===== src/rtl/ad77684_pkg.sv =====
// ad77684_pkg -- shared types and constants for the AD77684-style serial
// data transmitter.
//   tx_state_e    : transmitter FSM states
//   DEF_*         : default lane count and channel word width
//   HDR_BITS      : header bits at the top of each channel word
//   SAMPLE_BITS   : sample bits below the header
//   gap_reload()  : GAP counter start value giving max(gap,1) idle cycles
package ad77684_pkg;

  localparam int HDR_BITS      = 8;
  localparam int SAMPLE_BITS   = 24;
  localparam int DEF_NUM_LANES = 8;
  localparam int DEF_WORD_BITS = HDR_BITS + SAMPLE_BITS;

  typedef enum logic [1:0] {
    ST_IDLE  = 2'd0,
    ST_SYNC  = 2'd1,
    ST_SHIFT = 2'd2,
    ST_GAP   = 2'd3
  } tx_state_e;

  // The GAP counter exits at zero, so a request of 0 still yields one cycle.
  function automatic logic [7:0] gap_reload(input logic [7:0] gap);
    return (gap == 8'd0) ? 8'd0 : gap - 8'd1;
  endfunction

endpackage


===== src/rtl/ad77684_lane_ser.sv =====
// ad77684_lane_ser -- one lane of the parallel-load, MSB-first serializer.
//   clk_i   : DCLK domain clock
//   rst_ni  : asynchronous active-low reset
//   load_i  : capture word_i into the shift register
//   word_i  : channel word for this lane
//   shift_i : present the current MSB on bit_o next cycle and shift left
//   bit_o   : registered serial data; zero on any cycle that is not a shift
module ad77684_lane_ser
  import ad77684_pkg::*;
#(
  parameter int WORD_BITS = DEF_WORD_BITS
) (
  input  logic                 clk_i,
  input  logic                 rst_ni,
  input  logic                 load_i,
  input  logic [WORD_BITS-1:0] word_i,
  input  logic                 shift_i,
  output logic                 bit_o
);

  logic [WORD_BITS-1:0] sr_q;
  logic                 bit_q;

  always_ff @(posedge clk_i or negedge rst_ni) begin
    if (!rst_ni) begin
      sr_q  <= '0;
      bit_q <= 1'b0;
    end else if (load_i) begin
      sr_q  <= word_i;
      bit_q <= 1'b0;
    end else if (shift_i) begin
      bit_q <= sr_q[WORD_BITS-1];
      sr_q  <= {sr_q[WORD_BITS-2:0], 1'b0};
    end else begin
      bit_q <= 1'b0;
    end
  end

  assign bit_o = bit_q;

endmodule


===== src/rtl/ad77684_data_tx.sv =====
// ad77684_data_tx -- frame transmitter emulating an AD77684 data interface:
// a DRDY pulse followed by WORD_BITS serial bits on every lane, then a
// programmable idle gap. One frame can be buffered while another shifts.
//   clk_in      : clock, also the DCLK domain
//   resetn      : asynchronous active-low reset
//   enable      : permits starting a new frame
//   gap_cycles  : minimum idle cycles after the last bit (0 behaves as 1)
//   frame_data  : NUM_LANES channel words, lane k at [k*WORD_BITS +: WORD_BITS]
//   frame_valid : frame_data offered
//   frame_ready : holding register empty (inverse of hold_full)
//   ready_out   : one-cycle DRDY pulse
//   data_out    : serial data, one bit per lane
//   busy        : frame in SYNC, SHIFT or GAP
//   underrun    : one-cycle pulse when enabled but no frame was ready at GAP end
//
// state | meaning
// IDLE  | nothing in flight, waiting for enable and a buffered frame
// SYNC  | DRDY high, data_out low, first bit staged in the lane serializers
// SHIFT | WORD_BITS cycles of MSB-first data
// GAP   | data_out low for max(gap_cycles,1) cycles
module ad77684_data_tx
  import ad77684_pkg::*;
#(
  parameter int NUM_LANES = DEF_NUM_LANES,
  parameter int WORD_BITS = DEF_WORD_BITS
) (
  input  logic                           clk_in,
  input  logic                           resetn,
  input  logic                           enable,
  input  logic [7:0]                     gap_cycles,
  input  logic [NUM_LANES*WORD_BITS-1:0] frame_data,
  input  logic                           frame_valid,
  output logic                           frame_ready,
  output logic                           ready_out,
  output logic [NUM_LANES-1:0]           data_out,
  output logic                           busy,
  output logic                           underrun
);

  localparam int FRAME_W = NUM_LANES * WORD_BITS;
  localparam int CNT_W   = (WORD_BITS > 1) ? $clog2(WORD_BITS) : 1;
  localparam logic [CNT_W-1:0] CNT_LAST = CNT_W'(WORD_BITS - 1);
  localparam logic [CNT_W-1:0] CNT_ONE  = CNT_W'(1);

  tx_state_e          state_q;
  logic [CNT_W-1:0]   bit_cnt_q;
  logic [7:0]         gap_cnt_q;
  logic [FRAME_W-1:0] hold_q;
  logic               hold_full_q;
  logic               ready_q;
  logic               busy_q;
  logic               underrun_q;

  logic slot_open;
  logic start_sync;
  logic accept;
  logic shift_en;

  // A new frame may start from IDLE or on the final GAP cycle.
  assign slot_open  = (state_q == ST_IDLE) || ((state_q == ST_GAP) && (gap_cnt_q == 8'd0));
  assign start_sync = slot_open && enable && hold_full_q;
  // accept and start_sync are exclusive (empty vs. full holding register);
  // a frame offered during SYNC lands in the register just emptied.
  assign accept     = frame_valid && !hold_full_q;
  // Shift in SYNC to stage the MSB, and in SHIFT until the last bit is out.
  assign shift_en   = (state_q == ST_SYNC) || ((state_q == ST_SHIFT) && (bit_cnt_q != '0));

  always_ff @(posedge clk_in or negedge resetn) begin
    if (!resetn) begin
      state_q     <= ST_IDLE;
      bit_cnt_q   <= '0;
      gap_cnt_q   <= 8'd0;
      hold_q      <= '0;
      hold_full_q <= 1'b0;
      ready_q     <= 1'b0;
      busy_q      <= 1'b0;
      underrun_q  <= 1'b0;
    end else begin
      ready_q    <= start_sync;
      underrun_q <= 1'b0;

      if (accept) begin
        hold_q      <= frame_data;
        hold_full_q <= 1'b1;
      end else if (start_sync) begin
        hold_full_q <= 1'b0;
      end

      case (state_q)
        ST_IDLE: begin
          if (start_sync) begin
            state_q <= ST_SYNC;
            busy_q  <= 1'b1;
          end
        end
        ST_SYNC: begin
          state_q   <= ST_SHIFT;
          bit_cnt_q <= CNT_LAST;
        end
        ST_SHIFT: begin
          if (bit_cnt_q == '0) begin
            state_q   <= ST_GAP;
            gap_cnt_q <= gap_reload(gap_cycles);
          end else begin
            bit_cnt_q <= bit_cnt_q - CNT_ONE;
          end
        end
        ST_GAP: begin
          if (gap_cnt_q != 8'd0) begin
            gap_cnt_q <= gap_cnt_q - 8'd1;
          end else if (start_sync) begin
            state_q <= ST_SYNC;
          end else begin
            state_q    <= ST_IDLE;
            busy_q     <= 1'b0;
            underrun_q <= enable;
          end
        end
        default: begin
          state_q <= ST_IDLE;
          busy_q  <= 1'b0;
        end
      endcase
    end
  end

  for (genvar k = 0; k < NUM_LANES; k++) begin : g_lane
    ad77684_lane_ser #(
      .WORD_BITS(WORD_BITS)
    ) u_ser (
      .clk_i  (clk_in),
      .rst_ni (resetn),
      .load_i (start_sync),
      .word_i (hold_q[k*WORD_BITS +: WORD_BITS]),
      .shift_i(shift_en),
      .bit_o  (data_out[k])
    );
  end

  assign frame_ready = !hold_full_q;
  assign ready_out   = ready_q;
  assign busy        = busy_q;
  assign underrun    = underrun_q;

endmodule


===== config.mk =====
export PLATFORM = sky130hd
export DESIGN_NAME = ad77684_data_tx
export DESIGN_NICKNAME = d
export VERILOG_FILES = /design/src/rtl/ad77684_pkg.sv /design/src/rtl/ad77684_lane_ser.sv /design/src/rtl/ad77684_data_tx.sv
export SDC_FILE = /design/constraint.sdc
export NUM_CORES = 1
export LEC_CHECK = 0
export BUFFER_PORTS_ARGS = -buffer_cell sky130_fd_sc_hd__buf_2
export CORE_MARGIN = 4
export CORE_UTILIZATION = 30
export CTS_CLUSTER_DIAMETER = 40
export DETAILED_ROUTE_END_ITERATION = 12
export SYNTH_ARGS = -nofsm -noshare
export SYNTH_HDL_FRONTEND = slang
export SYNTH_SLANG_ARGS = --single-unit

===== constraint.sdc =====
create_clock -name clk_in -period 4.62 [get_ports clk_in]
set_clock_uncertainty 0.05 [all_clocks]
set_input_delay 1.155 -clock clk_in [delete_from_list [all_inputs] [get_ports clk_in]]
set_output_delay 1.155 -clock clk_in [all_outputs]
set_load 0.01 [all_outputs]

* Word-level counts from Yosys, hierarchy flattened
Cells that the tools add are included.
** Word-level totals
- Bits in registers :: 539
- Input port bits :: 268
- Word-level logic and storage cells :: 111
** Cells by class
- Add/subtract/negate cells :: 3
- Equal/unequal tests :: 9
- Mux-type cells :: 52
- Reduce and logical (&&, ||, !) cells :: 23
** Operators with widths (number)
- 32-bit two-way mux :: 16
- 1-bit two-way mux :: 25
- 8-bit two-way mux :: 3
- 8-bit zero test :: 2
- 8-bit one-hot mux with 2 select lines :: 1
- 8-bit by 1-bit subtractor with 8-bit output, second input constant :: 2
- 5-bit one-hot mux with 2 select lines :: 1
- 2-bit nonzero test :: 5
- 2-bit inequality test, second input constant :: 4
- 2-bit one-hot mux with 4 select lines :: 1
- 8-bit nonzero test :: 1
- 2-bit two-way mux :: 3
- 3-bit AND reduction :: 2
- 1-bit logical AND :: 5
- 5-bit zero test :: 1
- 5-bit two-way mux :: 1
- 5-bit nonzero test :: 1
- 5-bit by 1-bit subtractor with 5-bit output, second input constant :: 1
- 2-bit == test, second input constant :: 2
- 2-bit by 1-bit inequality test with 1-bit output, second input constant :: 2
- 4-bit AND reduction :: 1
- 2-bit by 1-bit == test with 1-bit output, second input constant :: 1
- 2-bit zero test :: 1
- 1-bit logical OR :: 2
- other kinds (3) :: 3

* Depth between registers and ports, before layout
Gate-level depths: netlist of the first run.
- Depth after elaboration :: 8
- Depth in mapped cells :: 10
- Gate-level depth less buffers :: 7

* Hierarchy
A second synthesis of the first run with hierarchy kept.
** Unflattened totals
- Cell total of the unflattened synthesis :: 1823
- Area total of the unflattened synthesis :: 23050.9 um2
** Modules (own cells, without submodules)
- ad77684_lane_ser :: instances 8, cells an instance 142, area an instance 1546.5 um2, sequential area each 825.8 um2
- ad77684_data_tx :: instances 1, cells an instance 687, area an instance 10679.0 um2, sequential area each 6881.6 um2

* Least setup slack after synthesis of the first run
Ideal clock, no wire load.
- Kind :: input -> register
- Start :: input frame_valid
- End :: register hold_q[141]
- Arrival :: 2442 ps
- Required time :: 4445 ps
- Setup slack :: 2003 ps
- Stages on the path :: 5
- Buffers on the path :: 3
- Path through :: nor2b_1 > clkbuf_1 > clkbuf_1 > buf_1 > mux2_2
** On the way
- Cells in the longest elaborated chain, start to end :: 1
** RTL lines
- start, declared :: line ad77684_data_tx.sv:32 : input logic frame_valid,
- 1-bit logical AND :: line ad77684_data_tx.sv:64 : assign accept = frame_valid && !hold_full_q;
- end signal, assigned :: line ad77684_data_tx.sv:83 : hold_q <= frame_data;
- end, declared :: line ad77684_data_tx.sv:48 : logic [FRAME_W-1:0] hold_q;
No other way between the ends.
A chain may end at the register's enable or synchronous reset.

* Final worst setup path of the first run
- Start :: register bit_cnt_q[0]
- End :: register g_lane[6].u_ser.sr_q[8]
** On the way
- Cells in the longest elaborated chain, start to end :: 4
** RTL lines
- start, declared :: line ad77684_data_tx.sv:46 : logic [CNT_W-1:0] bit_cnt_q;
- start signal, assigned :: line ad77684_data_tx.sv:105 : bit_cnt_q <= bit_cnt_q - CNT_ONE;
- 5-bit nonzero test :: line ad77684_data_tx.sv:66 : assign shift_en = (state_q == ST_SYNC) || ((state_q == ST_SHIFT) && (bit_cnt_q != '0));
- 1-bit logical AND :: line ad77684_data_tx.sv:66
- 1-bit logical OR :: line ad77684_data_tx.sv:66
- 2-bit nonzero test (no line)
- end signal, assigned :: line ad77684_lane_ser.sv:29 : sr_q <= word_i;
- end signal, assigned :: line ad77684_lane_ser.sv:33 : sr_q <= {sr_q[WORD_BITS-2:0], 1'b0};
- end, declared :: line ad77684_lane_ser.sv:21 : logic [WORD_BITS-1:0] sr_q;
No other way between the ends.

==> results of run 1 <==
[where the power goes]
part	leakage [nW]	total, mW	switching (mW)	internal, mW
clock network	1.72	7.50	2.56	4.94
logic	5.89	6.99	2.98	4.01
registers	6.72	7.98	1.04	6.93
[stage by stage]
stage / area, um2 / setup WS, ns / util / hold slack, ns
finish: 29530 / 1.421 / 0.3799 / 0.4426
global route: 29520 / 1.255 / 0.3798 / 0.4589
CTS: 29520 / 1.368 / 0.3798 / 0.4438
detailed placement: 26000 / 1.405 / 0.3346 / 0.4361
global placement: 26000 / 1.465 / 0.3346 / 0.4302
floorplan: 23610 / 2.003 / - / 0.3881
[cells in the final DEF, fill, tap and decap left out, types with 5 or more instances in the layout]
| cell type | synthesis | routed |
|---|---|---|
| dfrtp_1 | 539 | 539 |
| mux2_2 | 519 | 519 |
| buf_2 | 26 | 278 |
| mux2i_1 | 163 | 163 |
| nand2_1 | 105 | 105 |
| inv_1 | 99 | 99 |
| clkbuf_16 | 0 | 98 |
| o21ai_0 | 88 | 88 |
| buf_12 | 6 | 16 |
| clkinv_2 | 0 | 15 |
| bufinv_16 | 0 | 15 |
| clkbuf_1 | 40 | 12 |
| and3_1 | 10 | 10 |
| ha_1 | 10 | 10 |
| nor2_1 | 9 | 9 |
| clkbuf_8 | 0 | 9 |
| nor3_1 | 8 | 8 |
| inv_6 | 0 | 8 |
| clkinv_4 | 0 | 8 |
| a21oi_1 | 7 | 7 |
| buf_4 | 14 | 6 |
| diode_2 | 0 | 5 |
| inv_8 | 0 | 5 |
[cell type report]
type,count,area (um2),area share
antenna,5,12.51,0.0004237
multi-input combinational,977,9072,0.3072
tap,1040,1301,0.04407
clock buffer,119,2621,0.08877
sequential,539,13490,0.4568
clock inverter,61,889.6,0.03013
timing repair buffer,301,1772,0.06000
inverter,99,371.6,0.01258
[layer usage]
| layer | routed length, um | GRT usage |
|---|---|---|
| met2 | 24890 | 0.2055 |
| met5 | 79 | 0 |
| met3 | 3731 | 0.04286 |
| met1 | 22000 | 0.1555 |
| met4 | 1255 | 0.03669 |
[kinds of logic (layout without fill, tap and decap cells)]
family | count (synthesis) | count (layout) | synth area share
flops | 539 | 539 | 0.5712
mux | 682 | 682 | 0.3166
buf+inv | 206 | 580 | 0.04515
xor+xnor | 5 | 5 | 0.001855
fa+ha+maj | 10 | 10 | 0.005299
compound gates | 123 | 123 | 0.02978
simple gates | 157 | 157 | 0.03005
other cells | 0 | 5 | 0
[worst max-delay path, stage by stage (launching register included)]
cell and delay, ns:
dfrtp_1 0.39, inv_1 0.10, ha_1 0.17, or4b_1 0.62
a21oi_4 0.49, buf_12 0.38, buf_4 0.44, mux2i_1 0.26
mux2i_1 0.09
[cell usage after synthesis (all sizes together), types with 3 or more instances]
| cell type | count | area share |
|---|---|---|
| nand2 | 105 | 0.017 |
| mux2i | 163 | 0.069 |
| nor4 | 3 | 0.00079 |
| a21oi | 8 | 0.0022 |
| inv | 99 | 0.016 |
| mux2 | 519 | 0.25 |
| ha | 10 | 0.0053 |
| a221o | 3 | 0.0013 |
| nor3b | 4 | 0.0015 |
| a31oi | 4 | 0.0011 |
| clkbuf | 41 | 0.0066 |
| o22ai | 4 | 0.0011 |
| dfrtp | 539 | 0.57 |
| nor3 | 8 | 0.0017 |
| nand3 | 4 | 0.00085 |
| o21ai | 88 | 0.019 |
| nor2 | 9 | 0.0014 |
| xor2 | 3 | 0.0011 |
| buf | 66 | 0.023 |
| and3 | 10 | 0.0026 |
[worst max-delay path by stage]
stage / start / end / slack (ns) / cells past startpoint
after global routing: bit_cnt_q[0] / g_lane[6].u_ser.sr_q[22] / 1.25 / 8
after global placement: bit_cnt_q[0] / g_lane[6].u_ser.sr_q[15] / 1.47 / 8
final: bit_cnt_q[0] / g_lane[6].u_ser.sr_q[8] / 1.42 / 8
after floorplan: frame_valid / hold_q[141] / 2.00 / 5
after CTS: bit_cnt_q[0] / g_lane[6].u_ser.sr_q[8] / 1.37 / 8
after detailed placement: bit_cnt_q[0] / g_lane[6].u_ser.sr_q[10] / 1.40 / 8
[sequential cells by signal, indices dropped and copies added, names as in the netlist]
name,flops
bit_cnt_q,5
ready_out,1
hold_q,256
state_q,2
hold_full_q,1
g_lane.u_ser.bit_o,8
underrun,1
busy,1
g_lane.u_ser.sr_q,256
gap_cnt_q,8
==> impl_metrics.py, run 1 <==
metrics = {
    "detailed_routing": {
        "first_pass_iters": 4,
        "antenna_left": 0,
        "routed_wirelength_mm": 51.96,
        "drt-initial-drc-count": 539,
        "num_vias": 14120,
        "via_per_inst": 4.497,
        "wl_per_cell_um": 16.54,
        "post-route-drc-count": 0,
    },
    "logic_synthesis": {
        "async_flop_share": 1.000,
        "ys.flop_type": "dfrtp_1",
        "yosysSeqAreaShare": 0.5712,
        "syn_inst": 1722,
        "synth_area_per_cell_um2": 13.71,
        "ys_ff_latch": 539,
        "postSynthNetCount": 2000,
        "synthDistinctLibCells": 50,
        "yosys_warnings": 0,
        "synth_edf_count": 0,
        "netlist_area_um2": 23610,
    },
    "final_layout": {
        "nNetsFinal": 2293,
        "area_growth_pct": 25.06,
        "fin_cells": 3141,
        "drive_above_1_share": 0.4747,
        "fill_cells": 7347,
    },
    "critical_path": {
        "r2r_setup_slack_ns": 1.42,
        "critPathCaptureType": "flip-flop",
        "arrival_ns": 3.63,
        "crit_fanout": 53,
        "worstPathRequired_ns": 5.05,
        "r2r-end": "g_lane[6].u_ser.sr_q[8]",
        "setup.worst_path.class": "flip-flop to flip-flop",
        "start_kind": "flip-flop",
        "rr_worst_depth": 8,
        "r2r_start": "bit_cnt_q[0]",
    },
    "placement": {
        "place_inst": 2956,
        "dpl.hpwl_mm": 33.96,
        "port_buffers": 279,
        "gp_congestion": 0.7650,
    },
    "hold_path": {
        "hp-start": "bit_cnt_q[0]",
        "whs_path_depth": 1,
        "hold-path-endpoint": "bit_cnt_q[0]",
        "min_path_type": "flip-flop to flip-flop",
    },
    "timing": {
        "period_minus_slack_ns": 3.199,
        "slew_violations": 0,
        "report.final.hold_viol_count": 0,
        "min_period_over_period": 0.6924,
        "relSlewSlack": 0.4048,
        "rsz0062_at_grt": "no",
        "worstMarginPinSlew_ns": 0.8928,
        "setup_violations": 0,
        "fmax_mhz": 312.6,
        "tns_ns": 0,
    },
    "floorplan": {
        "die_w_um": 288.5,
        "io_pins": 280,
        "die_height_um": 288.5,
        "dieArea_um2": 83260,
        "start_util": 0.3038,
        "core_area_um2": 77720,
        "rows": 102,
    },
    "power": {
        "p_leak_nw": 14.33,
        "design_power_total_mw": 22.46,
        "powerDensity_nw_per_um2": 760.8,
        "worst_ir_drop_vdd_mv": 0.5633,
    },
    "clock_tree": {
        "cts_made_buffers": 97,
        "cts_setup_buffers": 0,
        "hold_buffers": 0,
        "cts_resized": 0,
        "cts_tree": "built",
        "clkSinkCount": 539,
        "cts.clk_slew.worst_paths_ns": 0.05,
        "clock_latency_ns": 0.63,
        "cts_buffer_depth": 3,
        "cts_htree_levels": 3,
        "root_buffer": "clkbuf_16",
    },
    "status": {
        "run_status": "complete, no violations",
    },
    "flow_run": {
        "cap_violations": 0,
    },
    "grt": {
        "grt_overflow": 0,
        "grt_usage": 0.1247,
        "antenna_found_initial": 13,
        "grt_pass1_wl_mm": 83.52,
        "first_global_vias": 15630,
        "grt_max_degree": 142,
    },
}
Note: power is estimated with default switching activity, not from simulation.
==> inputs of run 2 (changes only) <==
--- a/config.mk
+++ b/config.mk
@@ -5,6 +5,7 @@
 export SDC_FILE = /design/constraint.sdc
 export NUM_CORES = 1
 export LEC_CHECK = 0
+export ABC_AREA = 1
 export BUFFER_PORTS_ARGS = -buffer_cell sky130_fd_sc_hd__buf_2
 export CORE_MARGIN = 4
 export CORE_UTILIZATION = 30
==> constraint.sdc (replaced) <==
create_clock -name clk_in -period 3.31 [get_ports clk_in]
set_clock_uncertainty 0.05 [all_clocks]
set_input_delay 0.8275 -clock clk_in [delete_from_list [all_inputs] [get_ports clk_in]]
set_output_delay 0.8275 -clock clk_in [all_outputs]
set_load 0.01 [all_outputs]
==> run 2 against run 1 <==
Fmax is 35% higher; hold slack worse by 0.31 ns; clock power increased by 37%; synthesized area decreased by 2.3%; core utilization up 0.14 points; first-iteration DRC count up 88%; via count grew 19%; wire length up 8.8%; sequential power rose by 42%; setup slack got worse by 0.48 ns; combinational power is 30% higher; critical path type unchanged; largest cell class unchanged.
==> impl_metrics.py, run 2 <==
metrics = {
    "status": {
        "run_status": "complete, no violations",
    },
    "critical_path": {
        "arrival_ns": 2.84,
        "crit_path_frequent_cell": "nand2_1",
        "slowest_stage": "dfrtp_1",
        "start_kind": "flip-flop",
        "cp_top_family": "buffers and inverters",
        "critPathCaptureType": "flip-flop",
        "setup.worst_path.class": "flip-flop to flip-flop",
        "crit_buf_inv": 2,
        "slowest_delay_ns": 0.42,
        "path_cells": "ha_1 -> nand3_2 -> nand2_2 -> nand2_8 -> buf_12 -> buf_4 -> nand2_1 -> o21ai_0 -> nand2_1",
        "worstPathRequired_ns": 3.78,
        "crit_fanout": 107,
    },
    "final_layout": {
        "fill_cells": 7581,
        "final_area_um2": 29010,
        "layout_commonest_cell": "nand3_1",
        "final_cell_mix": "nand3_1, dfrtp_1, nand2_1, buf_2, mux2_2",
        "register_area_um2": 13490,
        "area_growth_pct": 25.69,
        "drive_above_1_share": 0.3050,
        "multiInputGateArea_um2": 8479,
        "top_regs": "g_lane.u_ser.sr_q x256, hold_q x256",
        "nNetsFinal": 2729,
    },
    "logic_synthesis": {
        "synth_common_cells": "nand3_1, dfrtp_1, nand2_1",
        "ys_ff_latch": 539,
        "synthTopCellsByArea": "dfrtp_1, nand3_1, mux2_2",
        "synth_largest_area_cell": "dfrtp_1",
        "synth_area_per_cell_um2": 10.51,
        "async_flop_share": 1.000,
        "postSynthNetCount": 2474,
        "ys.flop_type": "dfrtp_1",
        "yosysMostFrequentCell": "nand3_1",
        "netlist_area_um2": 23080,
        "yosys_warnings": 0,
        "synth_edf_count": 0,
        "syn_inst": 2196,
        "synthDistinctLibCells": 28,
        "yosysTopAreaCellShare": 0.5844,
        "yosysSeqAreaShare": 0.5844,
    },
    "power": {
        "powerDensity_nw_per_um2": 1059,
        "p_leak_nw": 13.60,
        "worst_ir_drop_vdd_mv": 0.4490,
    },
    "clock_tree": {
        "root_buffer": "clkbuf_16",
        "cts_tree": "built",
        "cts_setup_buffers": 0,
        "clkSinkCount": 539,
        "cts_htree_levels": 3,
        "clock_latency_ns": 0.63,
        "cts.clk_slew.worst_paths_ns": 0.05,
        "cts_resized": 0,
        "cts_made_buffers": 97,
        "hold_buffers": 0,
        "cts_buffer_depth": 3,
    },
    "floorplan": {
        "rows": 101,
        "start_util": 0.3034,
        "io_pins": 280,
        "die_w_um": 285.4,
        "dieArea_um2": 81430,
        "die_height_um": 285.4,
        "core_area_um2": 76080,
    },
    "detailed_routing": {
        "post-route-drc-count": 0,
        "routed.top_layer": "met5",
        "first_pass_iters": 5,
        "drt-initial-drc-count": 1015,
        "wl_met2_mm": 26.19,
        "wl_met3_mm": 3.273,
        "wl_per_cell_um": 15.87,
        "antenna_left": 0,
        "num_vias": 16870,
        "routed_wirelength_mm": 56.53,
        "wl_met1_mm": 25.70,
        "via_per_inst": 4.735,
    },
    "timing": {
        "worstMarginPinSlew_ns": 0.7289,
        "report.final.hold_viol_count": 0,
        "period_minus_slack_ns": 2.373,
        "min_period_over_period": 0.7170,
        "tns_ns": 0,
        "slew_violations": 0,
        "rsz0062_at_grt": "no",
        "fmax_mhz": 421.4,
        "setup_violations": 0,
        "relSlewSlack": 0.5141,
    },
    "grt": {
        "grt_usage": 0.1381,
        "first_global_vias": 17330,
        "grt_overflow": 0,
        "grt_max_degree": 108,
        "grt_pass1_wl_mm": 92.20,
        "antenna_found_initial": 6,
    },
    "hold_path": {
        "min_path_type": "input port to async pin",
    },
    "placement": {
        "gp_congestion": 0.7452,
        "dpl.hpwl_mm": 36.72,
        "port_buffers": 279,
        "post_dp_cell_area_um2": 25570,
    },
    "flow_run": {
        "cap_violations": 0,
    },
}
-- run 2: cell types whose count changed after synthesis, sizes merged, moves of 10 or more --
cell and delta:
inv -62, nor2 +24, o21ai -62, nand2 +239, mux2i -163, and3 -10
nand3 +755, clkbuf -19, buf +90, mux2 -269
-- run 2: path summary, 6_finish.rpt --
path	from	to	slack (ns)	cells after the start
worst max-delay path	state_q[0]	g_lane[1].u_ser.sr_q[30]	0.94	9
max in group asynchronous	resetn	g_lane[6].u_ser.sr_q[2]	2.21	2
worst min register to register	hold_q[176]	g_lane[5].u_ser.sr_q[16]	0.43	2
min in group clk_in	frame_data[110]	hold_q[110]	0.37	2
worst min-delay path	resetn	g_lane[1].u_ser.sr_q[16]	0.13	1
worst max register to register	state_q[0]	g_lane[1].u_ser.sr_q[30]	0.94	9
-- run 2: cells by family after synthesis --
| group | share of synthesized area |
|---|---|
| simple gates | 0.2281 |
| flops | 0.5844 |
| mux | 0.1220 |
| buf+inv | 0.04950 |
| compound gates | 0.008674 |
| fa+ha+maj | 0.005421 |
| xor+xnor | 0.001897 |
-- run 2: per-layer routing --
metal	global-route usage	up-vias
li1	-	8133
met1	0.1856	8265
met2	0.2196	351
met3	0.03773	112
met4	0.03956	10
met5	0	-
-- run 2: final cells by class --
cell class | count | share of cell area
flip-flops and latches | 539 | 0.4650
diodes | 2 | 0.0001725
clock buffers | 113 | 0.08958
repair buffers | 334 | 0.07436
inverters | 37 | 0.005305
multi-input cells | 1442 | 0.2923
clock inverters | 66 | 0.02890
well taps | 1030 | 0.04443
-- run 2: where the power goes --
group	switching, mW	total [mW]	internal [mW]	leakage (nW)
combinational	5.24	9.11	3.86	5.26
sequential	1.64	11.3	9.70	6.65
clock	3.68	10.3	6.61	1.69
-- run 2: stage by stage --
stage / utilization / std cells / hold slack [ns] / setup slack, ns / total power [mW]
floorplan: - / 2196 / 0.3936 / 1.360 / 18.13
global placement: 0.3361 / 3382 / 0.4077 / 0.7833 / 20.49
detailed placement: 0.3361 / 3382 / 0.4185 / 0.8102 / 20.76
CTS: 0.3813 / 3561 / 0.1411 / 0.8773 / 31.26
global route: 0.3813 / 3561 / 0.1512 / 0.7040 / 32.95
finish: 0.3813 / 3563 / 0.1338 / 0.9368 / 30.73
